===== config.mk =====
export PLATFORM = sky130hd
export DESIGN_NAME = spm_result_collector
export DESIGN_NICKNAME = d
export VERILOG_FILES = /design/src/rtl/spm_result_collector.sv
export SDC_FILE = /design/constraint.sdc
export NUM_CORES = 1
export LEC_CHECK = 0
export CAP_MARGIN = 20
export CORE_AREA = 2 2 430 432
export DETAILED_ROUTE_END_ITERATION = 8
export DIE_AREA = 0 0 432 434
export GPL_TIMING_DRIVEN = 0
export PLACE_DENSITY = 0.43
export SLEW_MARGIN = 20
export SYNTH_ARGS = -nofsm -noshare
export SYNTH_HDL_FRONTEND = slang
export SYNTH_SLANG_ARGS = --single-unit
export TNS_END_PERCENT = 1

===== constraint.sdc =====
create_clock -name clk -period 1.5 [get_ports clk]
set_input_delay 0.375 -clock clk [delete_from_list [all_inputs] [get_ports clk]]
set_output_delay 0.375 -clock clk [all_outputs]
set_load 0.01 [all_outputs]

===== src/rtl/spm_result_collector.sv =====
// Collects per-pass SPM bank beats into one complete vector response for writeback.
// Optional protocol checker enabled by defining SPM_COLLECTOR_CHECK_EN.
module spm_result_collector #(
    parameter int unsigned LANES  = 16,
    parameter int unsigned DATA_W = 32,
    parameter int unsigned ID_W   = 8
) (
    input  logic                    clk,
    input  logic                    rst_n,
    input  logic                    in_valid_i,
    output logic                    in_ready_o,
    input  logic [ID_W-1:0]         in_id_i,
    input  logic                    in_is_store_i,
    input  logic [LANES-1:0]        in_satisfied_mask_i,
    input  logic [LANES-1:0]        in_still_pending_mask_i,
    input  logic [LANES*DATA_W-1:0] in_data_i,
    output logic                    out_valid_o,
    input  logic                    out_ready_i,
    output logic [ID_W-1:0]         out_id_o,
    output logic                    out_is_store_o,
    output logic [LANES-1:0]        out_lane_mask_o,
    output logic [LANES*DATA_W-1:0] out_data_o,
    output logic                    busy_o
`ifdef SPM_COLLECTOR_CHECK_EN
    ,
    output logic                    protocol_error_o
`endif
);

    localparam int unsigned VEC_W = LANES * DATA_W;

    localparam logic [1:0] ST_IDLE    = 2'd0;
    localparam logic [1:0] ST_COLLECT = 2'd1;
    localparam logic [1:0] ST_OUTPUT  = 2'd2;

    logic [1:0]       state_q, state_d;
    logic [ID_W-1:0]  id_q, id_d;
    logic             is_store_q, is_store_d;
    logic [LANES-1:0] lane_acc_q, lane_acc_d;
    logic [VEC_W-1:0] data_acc_q, data_acc_d;
    logic             in_ready_q, in_ready_d;
    logic             out_valid_q, out_valid_d;
    logic             busy_q, busy_d;

    logic             accept_c;
    logic             last_beat_c;
    logic [LANES-1:0] lane_base_c;
    logic [VEC_W-1:0] data_base_c;

    // Next-state, capture and merge logic
    always_comb begin
        state_d     = state_q;
        id_d        = id_q;
        is_store_d  = is_store_q;
        lane_base_c = lane_acc_q;
        data_base_c = data_acc_q;
        accept_c    = in_valid_i && in_ready_q;
        last_beat_c = (in_still_pending_mask_i == '0);

        case (state_q)
            ST_IDLE: begin
                if (accept_c) begin
                    id_d        = in_id_i;
                    is_store_d  = in_is_store_i;
                    lane_base_c = '0;
                    data_base_c = '0;
                    state_d     = last_beat_c ? ST_OUTPUT : ST_COLLECT;
                end
            end
            ST_COLLECT: begin
                if (accept_c) begin
                    state_d = last_beat_c ? ST_OUTPUT : ST_COLLECT;
                end
            end
            ST_OUTPUT: begin
                if (out_ready_i) begin
                    state_d = ST_IDLE;
                end
            end
            default: state_d = ST_IDLE;
        endcase

        lane_acc_d = lane_base_c;
        data_acc_d = data_base_c;
        if (accept_c) begin
            for (int unsigned i = 0; i < LANES; i++) begin
                if (in_satisfied_mask_i[i]) begin
                    lane_acc_d[i] = 1'b1;
                    data_acc_d[i*DATA_W +: DATA_W] =
                        in_is_store_i ? DATA_W'(0) : in_data_i[i*DATA_W +: DATA_W];
                end
            end
        end

        in_ready_d  = (state_d != ST_OUTPUT);
        out_valid_d = (state_d == ST_OUTPUT);
        busy_d      = (state_d != ST_IDLE);
    end

    always_ff @(posedge clk or negedge rst_n) begin
        if (!rst_n) begin
            state_q     <= ST_IDLE;
            id_q        <= '0;
            is_store_q  <= 1'b0;
            lane_acc_q  <= '0;
            data_acc_q  <= '0;
            in_ready_q  <= 1'b1;
            out_valid_q <= 1'b0;
            busy_q      <= 1'b0;
        end else begin
            state_q     <= state_d;
            id_q        <= id_d;
            is_store_q  <= is_store_d;
            lane_acc_q  <= lane_acc_d;
            data_acc_q  <= data_acc_d;
            in_ready_q  <= in_ready_d;
            out_valid_q <= out_valid_d;
            busy_q      <= busy_d;
        end
    end

`ifdef SPM_COLLECTOR_CHECK_EN
    logic err_q, err_d;
    logic err_hit_c;

    // Sticky flag: tag drift inside a request, pending/served overlap, or a lane served twice
    always_comb begin
        err_hit_c = 1'b0;
        if (accept_c) begin
            if ((state_q == ST_COLLECT) &&
                ((in_id_i != id_q) || (in_is_store_i != is_store_q))) begin
                err_hit_c = 1'b1;
            end
            if ((in_satisfied_mask_i & in_still_pending_mask_i) != '0) begin
                err_hit_c = 1'b1;
            end
            if ((in_satisfied_mask_i & lane_base_c) != '0) begin
                err_hit_c = 1'b1;
            end
        end
        err_d = err_q | err_hit_c;
    end

    always_ff @(posedge clk or negedge rst_n) begin
        if (!rst_n) begin
            err_q <= 1'b0;
        end else begin
            err_q <= err_d;
        end
    end

    assign protocol_error_o = err_q;
`endif

    assign in_ready_o      = in_ready_q;
    assign out_valid_o     = out_valid_q;
    assign out_id_o        = id_q;
    assign out_is_store_o  = is_store_q;
    assign out_lane_mask_o = lane_acc_q;
    assign out_data_o      = data_acc_q;
    assign busy_o          = busy_q;

endmodule


-- Word level (Yosys, flattened, before mapping)
Index checks and enable logic that the tools add are counted.
- register bits after elaboration: 542
- output and inout bits: 540
- logic and storage cells: 76
- equal/unequal tests: 4
- multiplexer cells: 58
- reduce and logical (&&, ||, !) cells: 6
- operator list (operator ; number):
    $mux 512 ; 3
    $mux 32 ; 32
    $mux 16 ; 3
    $logic_not 16->1 ; 1
    $mux 1 ; 16
    $mux 2 ; 3
    $eq 2x2->1 const B ; 2
    $pmux 2 s2 ; 1
    $eq 2x1->1 const B ; 1
    $logic_not 2->1 ; 1
    $ne 2x2->1 const B ; 1
    $reduce_and 2->1 ; 1
    $reduce_bool 2->1 ; 1
    $reduce_or 2->1 ; 1
    $logic_and 1x1->1 ; 1

-- Depth between registers and ports, before layout
Gate-level depths: netlist of the first run.
- depth after elaboration: 5
- depth in mapped cells: 6
- mapped depth without buffers: 3

-- Least setup slack after synthesis of the first run
OpenSTA, ideal clock, no wires.
- path type: reg2reg
- start: register in_ready_q, in the netlist in_ready_o
- end: register data_acc_q[194], in the netlist out_data_o[194]
- setup time: 0.121 ns
- arrival: 1.429 ns
- required time: 1.379 ns
- slack: -0.050 ns
- cell stages (with the launch flop): 7
- path buffers: 3
- clock period less this slack: 1.550 ns
- cell sequence: dfstp_2 > and2_1 > buf_2 > buf_4 > o21ai_2 > buf_2 > a22o_1
- longest elaborated chain between the ends: 5
- RTL lines (element ; RTL line ; source):
    start: declaration ; 41 ; logic in_ready_q, in_ready_d;
    start signal: assignment ; 116 ; in_ready_q <= in_ready_d;
    $logic_and 1x1->1 (*) ; 57 ; accept_c = in_valid_i && in_ready_q;
    $mux 512 ; 62 ; if (accept_c) begin
    $mux 512 ; 60 ; case (state_q)
    $mux 32 ; 87 ; if (in_satisfied_mask_i[i]) begin
    $mux 512 (*) ; 85 ; if (accept_c) begin
    net data_acc_d[194] ; 40 ; logic [VEC_W-1:0] data_acc_q, data_acc_d;
    end signal: assignment ; 115 ; data_acc_q <= data_acc_d;
    end: declaration ; 40 ;
Mark *: on every way through the listed nets, which the timed path passes. The rest lies on a longest branch.
A chain may end at the register's enable or synchronous reset.

-- Worst setup path in the final report of the first run
- start: register in_ready_q, in the netlist in_ready_o
- end: register data_acc_q[265], in the netlist out_data_o[265]
Same word-level chain as after synthesis.

==> results of run 1 <==
-- worst max-delay path: cells and delay by family (launching register included) --
| family | cells | cell delay (ns) |
|---|---|---|
| flops | 1 | 0.53 |
| buf+inv | 4 | 0.70 |
| compound gates | 2 | 0.26 |
| simple gates | 1 | 0.16 |
-- how the worst min path moves through the flow --
stage                               from                        end  slack, ns  cells after the start
6_report                           rst_n  out_data_o[415]$_DFF_PN0_      -0.28                      1
5_1_grt                            rst_n  out_data_o[415]$_DFF_PN0_      -0.30                      1
4_1_cts                            rst_n  out_data_o[415]$_DFF_PN0_      -0.34                      1
3_5_place_dp                       rst_n  out_data_o[412]$_DFF_PN0_       0.44                      1
3_3_place_gp   out_data_o[410]$_DFF_PN0_  out_data_o[410]$_DFF_PN0_       0.48                      1
2_1_floorplan                      rst_n           busy_o$_DFF_PN0_       0.08                      0
-- cells in the mapped netlist, types with 2 or more instances --
cell type  count
nor4_1         4
buf_6         42
o21ai_1        6
o21ai_2       10
clkbuf_1      12
o31a_1         2
o31ai_1        2
and2_4        10
a22o_1       528
buf_2         65
and2_1         7
mux2_2         9
dfrtp_1      541
-- layer usage --
| layer | global-route usage | vias up | share of wire |
|---|---|---|---|
| met4 | 0.0329 | 2 | 0.024 |
| met1 | 0.143 | 8556 | 0.38 |
| met5 | 0 | - | 0.00011 |
| met3 | 0.0526 | 141 | 0.092 |
| li1 | - | 7324 | - |
| met2 | 0.218 | 674 | 0.51 |
-- power breakdown --
part / internal, mW / switching (mW) / total [mW]
sequential: 16.1 / 1.04 / 17.2
clock: 11.1 / 7.65 / 18.7
combinational: 4.14 / 3.74 / 7.88
-- through the flow --
step / instances / setup slack, ns
6_report: 4907 / -0.304
5_1_grt: 4906 / -0.380
4_1_cts: 4899 / -0.342
3_5_place_dp: 4738 / -1.65
3_3_place_gp: 4731 / -27.86
2_1_floorplan: 1250 / 0.0234
-- cell type report --
type / instances / area (um^2) / share of cell area
Multi-Input combinational cell: 586 / 5250 / 0.145
Inverter: 1 / 3.75 / 0.000104
Sequential cell: 542 / 13600 / 0.376
Timing Repair Buffer: 1141 / 10400 / 0.287
Buffer: 115 / 1390 / 0.0383
Tap cell: 2385 / 2980 / 0.0826
Clock buffer: 109 / 2190 / 0.0607
Antenna cell: 4 / 10.0 / 0.000277
Clock inverter: 24 / 332 / 0.00917
-- what timing repair did --
action	CTS	global route
setup endpoints to repair	1083	1159
setup buffers	23	7
gates cloned	7	2
pin swaps	4	171
resized for setup	1155	471
endpoints found under the hold margin	83	83
-- cell families after synthesis --
| kind of cell | count (synthesis) | synth area share |
|---|---|---|
| compound gates | 550 | 0.246 |
| buf+inv | 122 | 0.0440 |
| flops | 542 | 0.695 |
| mux | 9 | 0.00519 |
| simple gates | 27 | 0.0101 |
-- state kept, by name, summed over array words and instances, names as in the netlist --
name and cells:
state_q 2, busy_o 1, out_valid_o 1, out_lane_mask_o 16, out_data_o 512, in_ready_o 1, out_is_store_o 1, out_id_o 8
==> impl_metrics.env, run 1 <==
export IMPL_status="finished, violations left"
export IMPL_violations="hold timing, setup timing"
export IMPL_crit_end="out_data_o[265]$_DFF_PN0_"
export IMPL_drt_iter0_drc=834
export IMPL_rsz0062_at_grt="true"
export IMPL_grt_pass1_vias=17400
export IMPL_p_per_area_nw_per_um2=1210
export IMPL_yosys_top_cells_area="dfrtp_1 (69%), a22o_1 (24%), buf_6 (2.4%), buf_2 (1.7%), mux2_2 (0.52%)"
export IMPL_design_area_um2=36100
export IMPL_clk_latency_ns=0.68
export IMPL_yosys_cell_types_count=25
export IMPL_grt_max_degree=89
export IMPL_drtAntennaViolNets=0
export IMPL_cts_buffer_depth=3
export IMPL_holdCritPathClass="primary input to async pin"
export IMPL_cts_tree="done"
export IMPL_ir_drop_mv=0.712
export IMPL_start_util=0.107
export IMPL_grt_total_usage=0.126
export IMPL_timing_final_crit_share=1.20
export IMPL_layout_drive_gt1_share=0.254
export IMPL_r2r_slack_ns=-0.30
export IMPL_final_util=0.198
export IMPL_crit_path_top_delay_cell="dfstp_2"
export IMPL_first_pass_iters=4
export IMPL_clock_fmax_mhz=554
export IMPL_grt_overflow=0
export IMPL_p_leak_nw=16.7
export IMPL_viasPerCell=3.40
export IMPL_cts_max_level=3
export IMPL_dpl_hpwl_um=96500
export IMPL_place_area_um2=33700
export IMPL_synth_ff_type="dfrtp_1"
export IMPL_power_total_mw=43.7
export IMPL_fillers=19800
export IMPL_reg2reg_from="in_ready_o$_DFF_PN1_"
export IMPL_max_stage_delay_ns=0.53
export IMPL_synthCells=1250
export IMPL_maxCapViolations=0
export IMPL_cts_sinks=542
export IMPL_worst_r2r_cell_count=7
export IMPL_crit_top_cell="buf_12"
export IMPL_num_vias=16700
export IMPL_max_slew_margin=0.533
export IMPL_antenna_found_initial=27
export IMPL_worstMarginPinSlew_ns=0.700
export IMPL_setup_slack_ns=-0.304
export IMPL_die_area_um2=187000
export IMPL_hold_slack_ns=-0.284
export IMPL_area_growth_pct=85.2
export IMPL_port_buffer_count=1096
export IMPL_die_w_um=432
export IMPL_postRouteWirelength_um=124000
export IMPL_drc=0
export IMPL_grt_pass1_wl_um=161000
export IMPL_wl_per_cell_um=25.2
export IMPL_die_h_um=434
export IMPL_place_gp_congestion=0.876
export IMPL_cts_root_buf="clkbuf_16"
export IMPL_tns_ns=-177.85
export IMPL_numCtsBuffers=73
export IMPL_cp_end_kind="register"
export IMPL_crit_path_start="in_ready_o$_DFF_PN1_"
export IMPL_required_ns=2.05
export IMPL_slew_violations=0
export IMPL_path_clk_slew_ns=0.06
export IMPL_regToRegEndpoint="out_data_o[265]$_DFF_PN0_"
export IMPL_synth_area_um2=19500
export IMPL_cp_arrival_ns=2.36
export IMPL_period_minus_slack_ns=1.80
export IMPL_crit_type="register to register"
export IMPL_cp_max_fo=5
export IMPL_ys_seq_area_frac=0.695
export IMPL_row_count=157
export IMPL_ios=1097
export IMPL_worstPathCellList="and2_4 -> buf_12 -> buf_16 -> o21ai_4 -> buf_12 -> bufbuf_16 -> a22o_1"
export IMPL_syn_area_per_cell_um2=15.6
export IMPL_finalHoldViolCount=83
export IMPL_setup_viol=1066
export IMPL_async_reset_ff_frac=1.00
export IMPL_synth_edf_count=0
export IMPL_synthesis_nets=1807
export IMPL_synth_top_area_cell="dfrtp_1"
export IMPL_yosysWarnings=0
export IMPL_core_area_um2=182000
export IMPL_netlist_area_leader_share=0.694
export IMPL_final_common_cell="clkdlybuf4s50_1"
export IMPL_most_common_layout_cells="clkdlybuf4s50_1 (555), a22o_1 (528), dfrtp_1 (509), dlygate4sd2_1 (190), clkbuf_2 (148)"
export IMPL_fin_worst_skew_ns=0.0197
export IMPL_synth_ff_latch_count=542
export IMPL_cp_start_kind="register"
export IMPL_nets=3017
Note: power is estimated with default switching activity, not from simulation.
==> run 2, diff against run 1 <==
--- a/config.mk
+++ b/config.mk
@@ -15,4 +15,4 @@
 export SYNTH_ARGS = -nofsm -noshare
 export SYNTH_HDL_FRONTEND = slang
 export SYNTH_SLANG_ARGS = --single-unit
-export TNS_END_PERCENT = 1
+export TNS_END_PERCENT = 5
==> run 2 against run 1 <==
Against the previous run: the run still ends with hold timing, setup timing left; sequential power is essentially flat; sequential cell count unchanged; combinational power increased by 2%; global-route usage is essentially flat; first-iteration DRC count shrank 12%; routed wire length rose by 0.75%; highest routed layer unchanged.
==> impl_metrics.env, run 2 (synthesis results as in run 1) <==
export IMPL_status="finished, violations left"
export IMPL_violations="hold timing, setup timing"
export IMPL_rsz0062_at_grt="true"
export IMPL_largest_reg_flops=512
export IMPL_grt_pass1_wl_um=162000
export IMPL_cp_arrival_ns=2.42
export IMPL_nets=3025
export IMPL_drt_iter0_drc=737
export IMPL_row_count=157
export IMPL_cts_sinks=542
export IMPL_first_pass_iters=4
export IMPL_port_buffer_count=1096
export IMPL_numCtsBuffers=73
export IMPL_core_area_um2=182000
export IMPL_period_minus_slack_ns=1.82
export IMPL_area_growth_pct=87.7
export IMPL_grt_max_degree=89
export IMPL_clock_fmax_mhz=550
export IMPL_cts_max_level=3
export IMPL_cts_buffer_depth=3
export IMPL_cp_start_kind="register"
export IMPL_place_gp_congestion=0.876
export IMPL_postRouteWirelength_um=125000
export IMPL_antenna_found_initial=27
export IMPL_worst_r2r_cell_count=7
export IMPL_cp_end_kind="register"
export IMPL_die_w_um=432
export IMPL_cp_max_fo=10
export IMPL_worstMarginPinSlew_ns=0.706
export IMPL_slew_violations=0
export IMPL_cts_tree="done"
export IMPL_final_common_cell="clkdlybuf4s50_1"
export IMPL_die_h_um=434
export IMPL_grt_pass1_vias=17400
export IMPL_p_per_area_nw_per_um2=1200
export IMPL_drc=0
export IMPL_timing_final_crit_share=1.21
export IMPL_most_common_layout_cells="clkdlybuf4s50_1 (555), a22o_1 (528), dfrtp_1 (509), dlygate4sd2_1 (255), buf_2 (104)"
export IMPL_maxCapViolations=0
export IMPL_viasPerCell=3.40
export IMPL_drtAntennaViolNets=0
export IMPL_wl_per_cell_um=25.3
export IMPL_finalHoldViolCount=83
export IMPL_crit_type="register to register"
export IMPL_path_clk_slew_ns=0.06
export IMPL_start_util=0.107
export IMPL_ios=1097
export IMPL_power_total_mw=43.9
export IMPL_grt_total_usage=0.127
export IMPL_required_ns=2.10
export IMPL_hold_slack_ns=-0.289
export IMPL_clk_latency_ns=0.68
export IMPL_grt_overflow=0
export IMPL_setup_viol=1068
export IMPL_dpl_hpwl_um=96500
export IMPL_p_leak_nw=17.0
export IMPL_holdCritPathClass="primary input to async pin"
export IMPL_fin_worst_skew_ns=0.0204
export IMPL_layout_drive_gt1_share=0.226
export IMPL_ir_drop_mv=0.714
export IMPL_die_area_um2=187000
export IMPL_num_vias=16700
export IMPL_setup_slack_ns=-0.318
export IMPL_cts_root_buf="clkbuf_16"
export IMPL_max_slew_margin=0.529
## run 2: changes by cell type in the layout (fill, tap and decap cells not counted), sizes merged
cell           previous run  this run
buf                     265       276
dlygate4sd2             190       255
clkdlybuf4s15            91       109
clkbuf                  262       176
## run 2: final cells by class
cell class	count	area (um^2)
antenna	4	10.0
sequential	542	13600
tap	2385	2980
inverter	1	3.75
clock inverter	24	332
buffer	113	1390
timing repair buffer	1151	10800
multi-input combinational	586	5270
fill	19700	146000
clock buffer	109	2190
## run 2: worst max-delay path, cell delays in order (launching register included)
cell and delay, ns:
dfstp_2 0.53, and3b_4 0.23, buf_12 0.15, buf_16 0.18
and2_4 0.18, buf_12 0.13, buf_12 0.14, a22o_1 0.15
## run 2: where the power goes
part | total [mW] | switching, mW | leakage, nW | internal [mW]
Combinational | 8.01 | 3.77 | 8.78 | 4.24
Clock | 18.7 | 7.65 | 1.22 | 11.0
Sequential | 17.1 | 1.03 | 6.97 | 16.1
## run 2: worst paths after layout
| kind | start | endpoint | slack [ns] |
|---|---|---|---|
| max in group asynchronous | rst_n | in_ready_o$_DFF_PN1_ | -0.01 |
| worst max register to register | in_ready_o$_DFF_PN1_ | out_data_o[270]$_DFF_PN0_ | -0.32 |
| min in group clk | in_data_i[293] | out_data_o[293]$_DFF_PN0_ | 0.30 |
| worst max-delay path | in_ready_o$_DFF_PN1_ | out_data_o[270]$_DFF_PN0_ | -0.32 |
| worst min register to register | out_data_o[97]$_DFF_PN0_ | out_data_o[97]$_DFF_PN0_ | 0.49 |
| worst min-delay path | rst_n | out_data_o[408]$_DFF_PN0_ | -0.29 |
## run 2: routing by layer
| metal | vias to the layer above | wire, um | global-route usage | share of wire |
|---|---|---|---|---|
| met5 | - | 17 | 0 | 0.00014 |
| met4 | 2 | 2700 | 0.0339 | 0.022 |
| met3 | 133 | 11400 | 0.0518 | 0.091 |
| met2 | 656 | 63600 | 0.219 | 0.51 |
| met1 | 8576 | 46900 | 0.144 | 0.38 |
| li1 | 7355 | - | - | - |
## run 2: repair_timing
action	in CTS	in global routing
resized for setup	1217	273
hold endpoints to repair	83	83
setup endpoints to repair	1083	1160
setup buffers	24	10
pin swaps	4	126
cloned	10	5
## run 2: stage by stage
stage               setup WS (ns)  instances  utilization  TNS [ns]  instance area [um^2]
finish                     -0.318       4915        0.201   -198.42                 36600
global route               -0.375       4914        0.201   -297.43                 36600
CTS                        -0.342       4902        0.200   -304.96                 36500
detailed placement          -1.65       4738        0.184   -812.38                 33700
global placement           -27.86       4731        0.183         -                 33500
floorplan                  0.0234       1250            -         0                 19500
==> run 3, diff against run 2 <==
--- a/config.mk
+++ b/config.mk
@@ -10,6 +10,7 @@
 export DETAILED_ROUTE_END_ITERATION = 8
 export DIE_AREA = 0 0 432 434
 export GPL_TIMING_DRIVEN = 0
+export MAX_ROUTING_LAYER = met4
 export PLACE_DENSITY = 0.43
 export SLEW_MARGIN = 20
 export SYNTH_ARGS = -nofsm -noshare
==> run 3 against run 2 <==
Against the previous run: the run still ends with hold timing, setup timing left; critical endpoint unchanged; clock skew up 0.010 ns; die area stayed put; non-clock buffer count up 1; largest power group unchanged; clock-buffer cell count decreased by 10; sequential share of layout area grew 0.48 points; total power fell by 1.4%; register-to-register slack got worse by 0.02 ns.
==> impl_metrics.env, run 3 (synthesis results as in run 1) <==
export IMPL_place_gp_congestion=0.884
export IMPL_grt_overflow=0
export IMPL_setup_slack_ns=-0.340
export IMPL_numCtsBuffers=74
export IMPL_cts_root_buf="clkbuf_16"
export IMPL_cts_buffer_depth=3
export IMPL_final_util=0.198
export IMPL_first_pass_iters=5
export IMPL_die_area_um2=187000
export IMPL_num_vias=16800
export IMPL_postRouteWirelength_um=125000
export IMPL_grt_max_degree=85
export IMPL_drt_iter0_drc=889
export IMPL_row_count=157
export IMPL_core_area_um2=182000
export IMPL_pwr_share_seq=0.396
export IMPL_required_ns=2.11
export IMPL_place_area_um2=33700
export IMPL_period_minus_slack_ns=1.84
export IMPL_path_clk_slew_ns=0.06
export IMPL_final_common_cell="clkdlybuf4s50_1"
export IMPL_multi_input_area_um2=5230
export IMPL_fillers=19800
export IMPL_maxCapViolations=0
export IMPL_fin_worst_skew_ns=0.0304
export IMPL_crit_top_cell="buf_12"
export IMPL_crit_path_top_delay_cell="dfstp_2"
export IMPL_violations="hold timing, setup timing"
export IMPL_holdCritPathClass="primary input to async pin"
export IMPL_grt_pass1_vias=17500
export IMPL_area_growth_pct=85.3
export IMPL_hold_slack_ns=-0.0588
export IMPL_p_leak_nw=16.9
export IMPL_p_switching_mw=12.3
export IMPL_layout_drive_gt1_share=0.240
export IMPL_tns_ns=-197.87
export IMPL_swShare=0.284
export IMPL_cts_sinks=542
export IMPL_max_slew_margin=0.555
export IMPL_largest_reg_flops=512
export IMPL_die_h_um=434
export IMPL_max_stage_delay_ns=0.53
export IMPL_worst_path_buf_inv=4
export IMPL_pwr_share_clk=0.419
export IMPL_drtAntennaViolNets=0
export IMPL_internal_power_mw=31.0
export IMPL_postCtsHoldBufs=4
export IMPL_most_common_layout_cells="clkdlybuf4s50_1 (555), a22o_1 (528), dfrtp_1 (507), dlygate4sd2_1 (284), clkbuf_2 (140)"
export IMPL_dpl_hpwl_um=97300
export IMPL_p_per_area_nw_per_um2=1200
export IMPL_setup_viol=1067
export IMPL_worstPathCellList="and3b_4 -> buf_12 -> buf_16 -> and2_4 -> buf_12 -> clkbuf_16 -> a22o_1"
export IMPL_worstMarginPinSlew_ns=0.661
export IMPL_timing_final_crit_share=1.23
export IMPL_antenna_found_initial=29
export IMPL_grt_total_usage=0.131
export IMPL_start_util=0.107
export IMPL_seq_area_um2=13600
export IMPL_wl_per_cell_um=25.5
export IMPL_clock_fmax_mhz=544
export IMPL_crit_family="buffers and inverters"
export IMPL_status="finished, violations left"
export IMPL_cp_arrival_ns=2.45
export IMPL_cp_num_cells=7
export IMPL_cp_max_fo=6
export IMPL_cp_start_kind="register"
export IMPL_worst_r2r_cell_count=7
export IMPL_cts_max_level=3
export IMPL_cp_end_kind="register"
export IMPL_nets=3027
export IMPL_grt_pass1_wl_um=162000
export IMPL_finalHoldViolCount=34
export IMPL_ios=1097
export IMPL_drc=0
export IMPL_slew_violations=0
export IMPL_pwr_share_comb=0.184
export IMPL_port_buffer_count=1096
export IMPL_clk_latency_ns=0.69
export IMPL_cts_tree="done"
export IMPL_die_w_um=432
export IMPL_ir_drop_mv=0.732
export IMPL_viasPerCell=3.42
export IMPL_rsz0062_at_grt="true"
export IMPL_design_area_um2=36200
export IMPL_crit_type="register to register"
[run 3: path summary, 6_finish.rpt]
kind / start / to / slack (ns)
min in group clk: in_data_i[496] / out_data_o[496]$_DFF_PN0_ / 0.29
max reg2reg: in_ready_o$_DFF_PN1_ / out_data_o[270]$_DFF_PN0_ / -0.34
max: in_ready_o$_DFF_PN1_ / out_data_o[270]$_DFF_PN0_ / -0.34
max in group asynchronous: rst_n / out_data_o[80]$_DFF_PN0_ / 0.20
min: rst_n / out_data_o[409]$_DFF_PN0_ / -0.06
min reg2reg: out_data_o[471]$_DFF_PN0_ / out_data_o[471]$_DFF_PN0_ / 0.49
[run 3: stage by stage]
stage	power, mW	hold slack [ns]	worst slack [ns]	std cells
after floorplan	19.6	0.0794	0.0234	1250
after global placement	26.0	0.482	-27.75	4731
after detailed placement	26.1	0.239	-1.62	4739
after CTS	44.1	-0.109	-0.380	4891
after global routing	45.2	-0.0618	-0.396	4909
final	43.2	-0.0588	-0.340	4911
[run 3: per-layer routing]
metal  wire length, um  GRT usage  part of all wire  vias up
met4              2960     0.0346             0.024        0
li1                  -          -                 -     7333
met3             10200     0.0471             0.082      149
met5                 0          -                 0        -
met1             48100      0.146              0.38     8658
met2             63700      0.222              0.51      670
[run 3: cell type report]
type                            instances  share of cell area
Timing Repair Buffer                 1155               0.297
Inverter                                1            0.000104
Multi-Input combinational cell        586               0.145
Clock inverter                         24             0.00934
Tap cell                             2385              0.0825
Clock buffer                           99              0.0569
Buffer                                110              0.0329
Antenna cell                            9            0.000623
Sequential cell                       542               0.376
[run 3: power groups by stage]
stage	Sequential (mW)	Clock [mW]	Combinational, mW
finish	17.1	18.1	7.98
global route	17.3	19.4	8.51
CTS	17.1	18.9	8.15
detailed placement	17.4	0	8.79
global placement	17.4	0	8.60
floorplan	17.8	0	1.75
[run 3: what timing repair did]
item                                    in CTS  in global routing
setup buffers                               22                 10
gates cloned                                 8                  9
gates resized for setup                    954                524
endpoints found under the setup margin    1082               1077
pin swaps                                    4                131
endpoints found under the hold margin      164                127
[run 3: worst reg2reg max path: cells and delay by family (launching register included)]
family	cells	cell delay, ns
buf+inv	4	0.69
simple gates	2	0.43
flops	1	0.53
compound gates	1	0.14
